**config.mk**
```make
export PLATFORM = sky130hd
export DESIGN_NAME = lcd_spi_monitor
export DESIGN_NICKNAME = d
export VERILOG_FILES = /design/src/rtl/lcd_spi_monitor.sv
export SDC_FILE = /design/constraint.sdc
export NUM_CORES = 1
export LEC_CHECK = 0
export ABC_AREA = 1
export ABC_CLOCK_PERIOD_IN_PS = 2000
export BUFFER_PORTS_ARGS = -buffer_cell sky130_fd_sc_hd__buf_2
export CAP_MARGIN = 20
export CORE_MARGIN = 1
export CORE_UTILIZATION = 45
export DETAILED_ROUTE_END_ITERATION = 10
export SLEW_MARGIN = 5
export SYNTH_ARGS = -nofsm -noshare
export SYNTH_HDL_FRONTEND = slang
export SYNTH_SLANG_ARGS = --single-unit
```
**constraint.sdc**
```tcl
create_clock -name m00_axis_aclk -period 2 [get_ports m00_axis_aclk]
set_input_delay 0.2 -clock m00_axis_aclk [delete_from_list [all_inputs] [get_ports m00_axis_aclk]]
set_output_delay 0.2 -clock m00_axis_aclk [all_outputs]
set_load 0.1 [all_outputs]
```
**src/rtl/lcd_spi_monitor.sv**
```systemverilog
// LCD SPI bus monitor: oversamples SCLK/data/D-C/CS_n, deserializes mode-0 bytes into an AXI4-Stream FIFO.
// Optional pixel packing of D/C=1 byte pairs into 16-bit words: define LCD_SPI_MON_PIXEL_PACK_EN.
module lcd_spi_monitor #(
  parameter int FIFO_DEPTH = 16
) (
  input  logic        m00_axis_aclk,
  input  logic        m00_axis_aresetn,
  input  logic        spi_sclk,
  input  logic        spi_data,
  input  logic        spi_dc,
  input  logic        spi_cs_n,
  output logic        m00_axis_tvalid,
  input  logic        m00_axis_tready,
  output logic [15:0] m00_axis_tdata,
  output logic [1:0]  m00_axis_tuser,
  output logic [31:0] byte_count,
  output logic [15:0] overflow_count,
  output logic        frame_err
);

  localparam int AW = $clog2(FIFO_DEPTH);

  logic       clk;
  logic       rst_n;
  assign clk   = m00_axis_aclk;
  assign rst_n = m00_axis_aresetn;

  // cs_n synchronizer resets low so a bus already mid-frame is never seen as a fresh CS_n fall
  logic [2:0] sclk_q;
  logic [1:0] data_q;
  logic [1:0] dc_q;
  logic [2:0] cs_q;

  always_ff @(posedge clk or negedge rst_n) begin
    if (!rst_n) begin
      sclk_q <= 3'b000;
      data_q <= 2'b00;
      dc_q   <= 2'b00;
      cs_q   <= 3'b000;
    end else begin
      sclk_q <= {sclk_q[1:0], spi_sclk};
      data_q <= {data_q[0], spi_data};
      dc_q   <= {dc_q[0], spi_dc};
      cs_q   <= {cs_q[1:0], spi_cs_n};
    end
  end

  logic sclk_rise;
  logic cs_rise;
  logic cs_fall;
  logic cs_low;
  assign sclk_rise = sclk_q[1] & ~sclk_q[2];
  assign cs_rise   = cs_q[1] & ~cs_q[2];
  assign cs_fall   = ~cs_q[1] & cs_q[2];
  assign cs_low    = ~cs_q[1];

  // stage 1: bit capture
  logic        armed_q,      armed_d;
  logic [2:0]  bit_cnt_q,    bit_cnt_d;
  logic [6:0]  shift_q,      shift_d;
  logic        byte_vld_q,   byte_vld_d;
  logic [7:0]  byte_q,       byte_d;
  logic        byte_dc_q,    byte_dc_d;
  logic [31:0] byte_count_q, byte_count_d;
  logic        cs_end_q,     cs_end_d;
  logic        partial_q,    partial_d;
  logic        cs_start_q,   cs_start_d;

  always_comb begin
    armed_d      = armed_q;
    bit_cnt_d    = bit_cnt_q;
    shift_d      = shift_q;
    byte_vld_d   = 1'b0;
    byte_d       = byte_q;
    byte_dc_d    = byte_dc_q;
    byte_count_d = byte_count_q;
    cs_end_d     = 1'b0;
    partial_d    = 1'b0;
    cs_start_d   = cs_fall;
    if (cs_fall) begin
      armed_d   = 1'b1;
      bit_cnt_d = 3'd0;
    end
    if (cs_rise) begin
      armed_d   = 1'b0;
      bit_cnt_d = 3'd0;
      cs_end_d  = 1'b1;
      partial_d = (bit_cnt_q != 3'd0);
    end else if (armed_q && cs_low && sclk_rise) begin
      shift_d = {shift_q[5:0], data_q[1]};
      if (bit_cnt_q == 3'd7) begin
        byte_vld_d   = 1'b1;
        byte_d       = {shift_q, data_q[1]};
        byte_dc_d    = dc_q[1];
        byte_count_d = byte_count_q + 32'd1;
        bit_cnt_d    = 3'd0;
      end else begin
        bit_cnt_d = bit_cnt_q + 3'd1;
      end
    end
  end

  always_ff @(posedge clk or negedge rst_n) begin
    if (!rst_n) begin
      armed_q      <= 1'b0;
      bit_cnt_q    <= 3'd0;
      shift_q      <= 7'd0;
      byte_vld_q   <= 1'b0;
      byte_q       <= 8'd0;
      byte_dc_q    <= 1'b0;
      byte_count_q <= 32'd0;
      cs_end_q     <= 1'b0;
      partial_q    <= 1'b0;
      cs_start_q   <= 1'b0;
    end else begin
      armed_q      <= armed_d;
      bit_cnt_q    <= bit_cnt_d;
      shift_q      <= shift_d;
      byte_vld_q   <= byte_vld_d;
      byte_q       <= byte_d;
      byte_dc_q    <= byte_dc_d;
      byte_count_q <= byte_count_d;
      cs_end_q     <= cs_end_d;
      partial_q    <= partial_d;
      cs_start_q   <= cs_start_d;
    end
  end

  // stage 2: word assembly
  logic        wr_en;
  logic [15:0] wr_word;
  logic        wr_dc;
  logic        first_q,     first_d;
  logic        frame_err_q, frame_err_d;

`ifdef LCD_SPI_MON_PIXEL_PACK_EN
  logic       pend_vld_q, pend_vld_d;
  logic [7:0] pend_q,     pend_d;

  always_comb begin
    wr_en       = 1'b0;
    wr_word     = 16'h0000;
    wr_dc       = 1'b0;
    pend_vld_d  = pend_vld_q;
    pend_d      = pend_q;
    frame_err_d = 1'b0;
    if (byte_vld_q) begin
      if (!byte_dc_q) begin
        wr_en   = 1'b1;
        wr_word = {8'h00, byte_q};
        if (pend_vld_q) begin
          pend_vld_d  = 1'b0;
          frame_err_d = 1'b1;
        end
      end else if (pend_vld_q) begin
        wr_en      = 1'b1;
        wr_word    = {pend_q, byte_q};
        wr_dc      = 1'b1;
        pend_vld_d = 1'b0;
      end else begin
        pend_vld_d = 1'b1;
        pend_d     = byte_q;
      end
    end
    if (cs_end_q) begin
      frame_err_d = frame_err_d | partial_q | pend_vld_d;
      pend_vld_d  = 1'b0;
    end
  end

  always_ff @(posedge clk or negedge rst_n) begin
    if (!rst_n) begin
      pend_vld_q <= 1'b0;
      pend_q     <= 8'd0;
    end else begin
      pend_vld_q <= pend_vld_d;
      pend_q     <= pend_d;
    end
  end
`else
  always_comb begin
    wr_en       = byte_vld_q;
    wr_word     = {8'h00, byte_q};
    wr_dc       = byte_dc_q;
    frame_err_d = cs_end_q & partial_q;
  end
`endif

  always_comb begin
    first_d = first_q;
    if (wr_en)      first_d = 1'b0;
    if (cs_start_q) first_d = 1'b1;
  end

  // output FIFO; a read in the same cycle frees the slot a full-FIFO write needs
  logic [17:0] mem [FIFO_DEPTH];
  logic [AW:0] wptr_q, wptr_d;
  logic [AW:0] rptr_q, rptr_d;
  logic [15:0] ovf_q,  ovf_d;
  logic        full;
  logic        empty;
  logic        rd_en;
  logic        wr_ok;
  logic [17:0] rd_word;

  assign full    = (wptr_q[AW] != rptr_q[AW]) && (wptr_q[AW-1:0] == rptr_q[AW-1:0]);
  assign empty   = (wptr_q == rptr_q);
  assign rd_en   = !empty && m00_axis_tready;
  assign wr_ok   = wr_en && (!full || rd_en);
  assign rd_word = mem[rptr_q[AW-1:0]];

  always_comb begin
    wptr_d = wr_ok ? wptr_q + (AW+1)'(1) : wptr_q;
    rptr_d = rd_en ? rptr_q + (AW+1)'(1) : rptr_q;
    ovf_d  = ovf_q;
    if (wr_en && !wr_ok && (ovf_q != 16'hFFFF)) ovf_d = ovf_q + 16'd1;
  end

  always_ff @(posedge clk) begin
    if (wr_ok) mem[wptr_q[AW-1:0]] <= {first_q, wr_dc, wr_word};
  end

  always_ff @(posedge clk or negedge rst_n) begin
    if (!rst_n) begin
      wptr_q      <= '0;
      rptr_q      <= '0;
      ovf_q       <= 16'd0;
      first_q     <= 1'b0;
      frame_err_q <= 1'b0;
    end else begin
      wptr_q      <= wptr_d;
      rptr_q      <= rptr_d;
      ovf_q       <= ovf_d;
      first_q     <= first_d;
      frame_err_q <= frame_err_d;
    end
  end

  assign m00_axis_tvalid = !empty;
  assign m00_axis_tdata  = empty ? 16'h0000 : rd_word[15:0];
  assign m00_axis_tuser  = empty ? 2'b00 : rd_word[17:16];
  assign byte_count      = byte_count_q;
  assign overflow_count  = ovf_q;
  assign frame_err       = frame_err_q;

endmodule
```
======== Yosys cells after proc, flatten, opt, wreduce, memory -nomap -nowiden ========
Memory sizes are Yosys's and may differ from the RTL's.
Index checks and enable logic that the tools add are counted.
storage, ports and cells
  flip-flop bits (word level) ............. 94
  memory bits (writable) .................. 160
  input port bits ......................... 7
  word-level logic and storage cells ...... 72
  memories kept ........................... 1
cells by class
  add/subtract/negate cells ............... 5
  equality and inequality tests ........... 5
  multiplexer cells ....................... 17
  bitwise gates (word level) .............. 8
  reductions and logical operators ........ 17
memories
  name  depth  width  read ports  clocked after memory_dff  wr ports  line  source
  mem   16     10     1           0                         1         196   logic [17:0] mem [FIFO_DEPTH];
operator list
  kind                     number
  $add A32 B1 Y32 const B  1
  $add A16 B1 Y16 const B  1
  $mux W16                 1
  $ne A16 B16 Y1 const B   1
  $mux W3                  4
  $mux W1                  11
  $add A5 B1 Y5 const B    2
  $logic_and A1 B1 Y1      7
  $reduce_bool A3 Y1       2
  $eq A5 B5 Y1             1
  $and A1 B1 Y1            4
  $eq A4 B4 Y1             1
  $not A1 Y1               4
  $reduce_bool A2 Y1       2
  $add A3 B1 Y3 const B    1
  $eq A3 B3 Y1 const B     1
  $logic_not A1 Y1         3
  $reduce_and A3 Y1        1
  $mux W2                  1
  $reduce_and A2 Y1        1
  $logic_or A1 B1 Y1       1
  $ne A1 B1 Y1             1

======== Logic depth before layout (Yosys ltp) ========
  depth after elaboration ................. 8
  gate-level depth with buffers ........... 12

======== Worst setup path before layout ========
Ideal clock, no wire load.
  kind .................................... flip-flop to output port
  start ................................... register wptr_q[2]
  end ..................................... output port m00_axis_tdata[3]
  arrival time ............................ 2,633 ps
  data required time ...................... 1,800 ps
  slack ................................... -833 ps
  cell stages (with the launch flop) ...... 12
  path through ............................ dfrtp_1 > buf_4 > inv_1 > nand2_1 > nand2_1 > inv_1 > nand2_1 > nor2_4 > nand2_2 > buf_4 > nand2_1 > nor2_1
between the ends
  cells in the longest elaborated chain, start to end .. 2
RTL lines
  item                    line  source
  from (decl)             197   logic [AW:0] wptr_q, wptr_d;
  from (signal assigned)  231   wptr_q <= wptr_d;
  $eq A5 B5 Y1            207   assign empty = (wptr_q == rptr_q);
  $mux W16                240   assign m00_axis_tdata = empty ? 16'h0000 : rd_word[15:0];
  to (decl)               14    output logic [15:0] m00_axis_tdata,
Every way passes these cells.

======== Worst setup path after layout ========
  start ................................... register rptr_q[0]
  end ..................................... output port m00_axis_tuser[0]
between the ends
  cells in the longest elaborated chain, start to end .. 2
RTL lines
  item                                                    line  source
  from (decl)                                             198   logic [AW:0] rptr_q, rptr_d;
  from (signal assigned)                                  232   rptr_q <= rptr_d;
  $mem_v2 Z16 W10 / $eq A5 B5 Y1 (equally long branches)  --
  $mux W2 (*)                                             241   assign m00_axis_tuser = empty ? 2'b00 : rd_word[17:16];
  to (decl)                                               15    output logic [1:0] m00_axis_tuser,
Mark *: on every way between the ends. The rest lies on a longest branch, timed or not.

==> run_results.csv <==
group,metric,value,unit
critical_path,r2r_cells,11,
yosys,synth_cell_types,31,
critical_path,cp-endpoint,"m00_axis_tuser[0]",
timing,post-route-period-util,1.17,
timing,skew,9.33,ps
critical_path,cp-startpoint,"rptr_q[0]$_DFFE_PN0P_",
die,start_util,0.461,
finish,final_cell_mix,"475 x nand2_1, 160 x edfxtp_1, 126 x nor2_1",
power_and_ir_drop,power.density,1280,mW/mm²
timing,hold_ws,147,ps
finish,drive_gt1_frac,0.159,
die,fp.dieW,163,µm
yosys,ys_dominant_reg_cell,"edfxtp_1",
critical_path,critical_path.cell_chain,"buf_12, buf_4, nor2_1, nor2_1, o21ai_0, nand3_1, a21oi_2, nor2_4, buf_12",
power_and_ir_drop,vdd_ir_drop_max,2.68,mV
timing,hold_violations,0,
timing,setup_viol,11,
detailed_routing,via_count,8556,
global_route,antenna_found_initial,0,
die,io_pins,75,
finish,stdcell_count,1711,
clock_tree,cts_buffers,27,
global_route,grt_pass1_vias,8451,
finish,final_common_cell,"nand2_1",
clock_tree,clk_pin_slew,60,ps
global_route,grt_pass1_wl,44.0,mm
timing,fin_ws,-337,ps
critical_path,endpoint_kind,"output pin",
finish,num_antenna_cells,0,
place,port-buffer-count,66,
run,max_cap_viol_count,0,
yosys,syn_avg_cell_area,9.27,µm²
clock_tree,clkSinkCount,254,
critical_path,worst_path_max_delay_cell,"dfrtp_2",
power_and_ir_drop,leakagePower,5.96,nW
yosys,ys_ff_latch,254,
yosys,async_flop_share,0.370,
status,failed_checks,"setup timing",
status,status,"finished, violations left",
hold_path,hp-class,"in -> async",
critical_path,crit_fanout,28,
place,place_ws,61.1,ps
detailed_routing,via_per_inst,5.00,
timing,max_freq,428,MHz
critical_path,critPathRequiredTime,1800,ps
finish,design_area,0.0139,mm²
finish,final_nets,1381,
clock_tree,cts_buffer_depth,3,
global_route,gr-usage-all-layers,0.210,
critical_path,r2r_start,"rptr_q[0]$_DFFE_PN0P_",
yosys,syn_area,0.0117,mm²
critical_path,max_stage_delay,470,ps
clock_tree,htreeDepth,1,
place,dp_hpwl,17.4,mm
finish,num-fill-cells,2239,
clock_tree,clockRootBuffer,"clkbuf_16",
timing,drv_slew,0,
detailed_routing,ant_nets,0,
detailed_routing,drtPass1Iterations,5,
finish,area_growth,19.5,%
die,coreArea,0.0253,mm²
timing,min_period,2340,ps
die,rows,58,
detailed_routing,routed_wl,26.5,mm
global_route,grt_max_degree,46,
detailed_routing,initialDrtViolationCount,491,
yosys,seq_area_frac_synth,0.614,
timing,rsz0062_at_grt,"true",
critical_path,critPathLaunchType,"flop",
yosys,synth-edff-count,160,
place,placedCellCount,1654,
detailed_routing,remaining_drc_errors,0,
global_route,grt_overflow,0,
die,die_area,0.0265,mm²
power_and_ir_drop,total_power,17.8,mW
critical_path,reg2reg_to,"mem[13][6]$_DFFE_PP_",
yosys,synth_cells,1257,
die,chipHeight,163,µm
critical_path,rrSetupSlack,110,ps
timing,slew_headroom,0.567,
clock_tree,cts_tree,"built",
critical_path,crit_arrival,2140,ps
critical_path,worst-setup-path-type,"reg -> out",
detailed_routing,wire_per_inst,15.5,µm
yosys,ys_warn_count,0,
timing,tightest_slew,649,ps
place,place_area,0.0128,mm²
clock_tree,clock_latency,530,ps
place,gp_congestion,0.842,
-- Yosys cell counts (12+ instances only) --
cell type  count  share of area
a21oi_1       16         0.0069
buf_2         13         0.0056
buf_4         17          0.011
clkbuf_1      20         0.0064
dfrtp_1       94           0.20
edfxtp_1     160           0.41
ha_1          12          0.013
inv_1         70          0.023
nand2_1      483           0.16
nand3_1       83          0.036
nor2_1       144          0.046
o21ai_0       46          0.020
xor2_1        19          0.014
-- per-stage QoR --
| stage | util | TNS, ps |
|---|---|---|
| after floorplan | - | -569 |
| after global placement | 0.508 | 0 |
| after detailed placement | 0.508 | 0 |
| after CTS | 0.549 | -3640 |
| after global routing | 0.551 | -5300 |
| final | 0.551 | -3390 |
-- routing by layer --
metal,track usage,part of all wire,vias to the layer above
li1,-,-,4270
met1,0.290,0.45,4036
met2,0.351,0.48,208
met3,0.0252,0.047,42
met4,0.0586,0.021,0
met5,0,0,-
-- timing repair --
action | 4_1_cts | 5_1_grt
buffers inserted | 2 | 0
hold endpoints to repair | 77 | 0
gates cloned | 1 | 0
gates resized for setup | 23 | 24
setup endpoints to repair | 11 | 174
hold buffers | 6 | 0
pin swaps | 1 | 1
-- how the worst min path moves through the flow --
stage                           startpoint                  end
after detailed placement  m00_axis_aresetn  sclk_q[0]$_DFF_PN0_
after global routing      m00_axis_aresetn    cs_q[0]$_DFF_PN0_
after floorplan           m00_axis_aresetn  armed_q$_DFFE_PN0P_
after global placement    m00_axis_aresetn    cs_q[0]$_DFF_PN0_
after CTS                 m00_axis_aresetn  sclk_q[0]$_DFF_PN0_
final                     m00_axis_aresetn    cs_q[0]$_DFF_PN0_
-- cell type report --
cell class                 count  area [µm²]  share of cell area
timing repair buffer         121        1080              0.0777
sequential                   254        7170               0.515
clock buffer                  33         698              0.0501
multi-input combinational    877        4080               0.293
tap                          330         413              0.0297
inverter                      81         312              0.0224
clock inverter                15         164              0.0118
-- flip-flops by register name, indices dropped and copies added, names as in the netlist --
signal,flops
cs_end_q,1
data_q,2
first_q,1
wptr_q,5
sclk_q,3
byte_q,8
armed_q,1
byte_vld_q,1
cs_q,3
overflow_count,16
byte_count,32
cs_start_q,1
mem,160
dc_q,2
byte_dc_q,1
bit_cnt_q,3
partial_q,1
frame_err,1
shift_q,7
rptr_q,5
-- cell families (layout without fill, tap and decap cells) --
| group | count (synthesis) | count (layout) | share of synthesized area |
|---|---|---|---|
| adders and majority gates | 12 | 12 | 0.0129 |
| buffers and inverters | 133 | 250 | 0.0510 |
| DFF | 254 | 254 | 0.614 |
| and+or+nand+nor | 747 | 747 | 0.262 |
| xor gates and xnor gates | 29 | 29 | 0.0218 |
| other | 1 | 8 | 0.000322 |
| AOI/OAI and AO/OA | 81 | 81 | 0.0376 |
-- critical path, delay by kind of cell (launching register included) --
kind | cells | cell delay (ps)
AO/OA/AOI/OAI | 2 | 270
buffers and inverters | 3 | 510
flip-flops | 1 | 470
AND/OR/NAND/NOR | 4 | 350
-- where the power goes --
part           internal (mW)  switching [mW]  total [mW]
clock                   2.97            1.96        4.92
sequential              5.62          0.0892        5.71
combinational           2.43            4.76        7.19
total                   11.0            6.81        17.8
No activity file was read; power rests on OpenSTA's default activity.
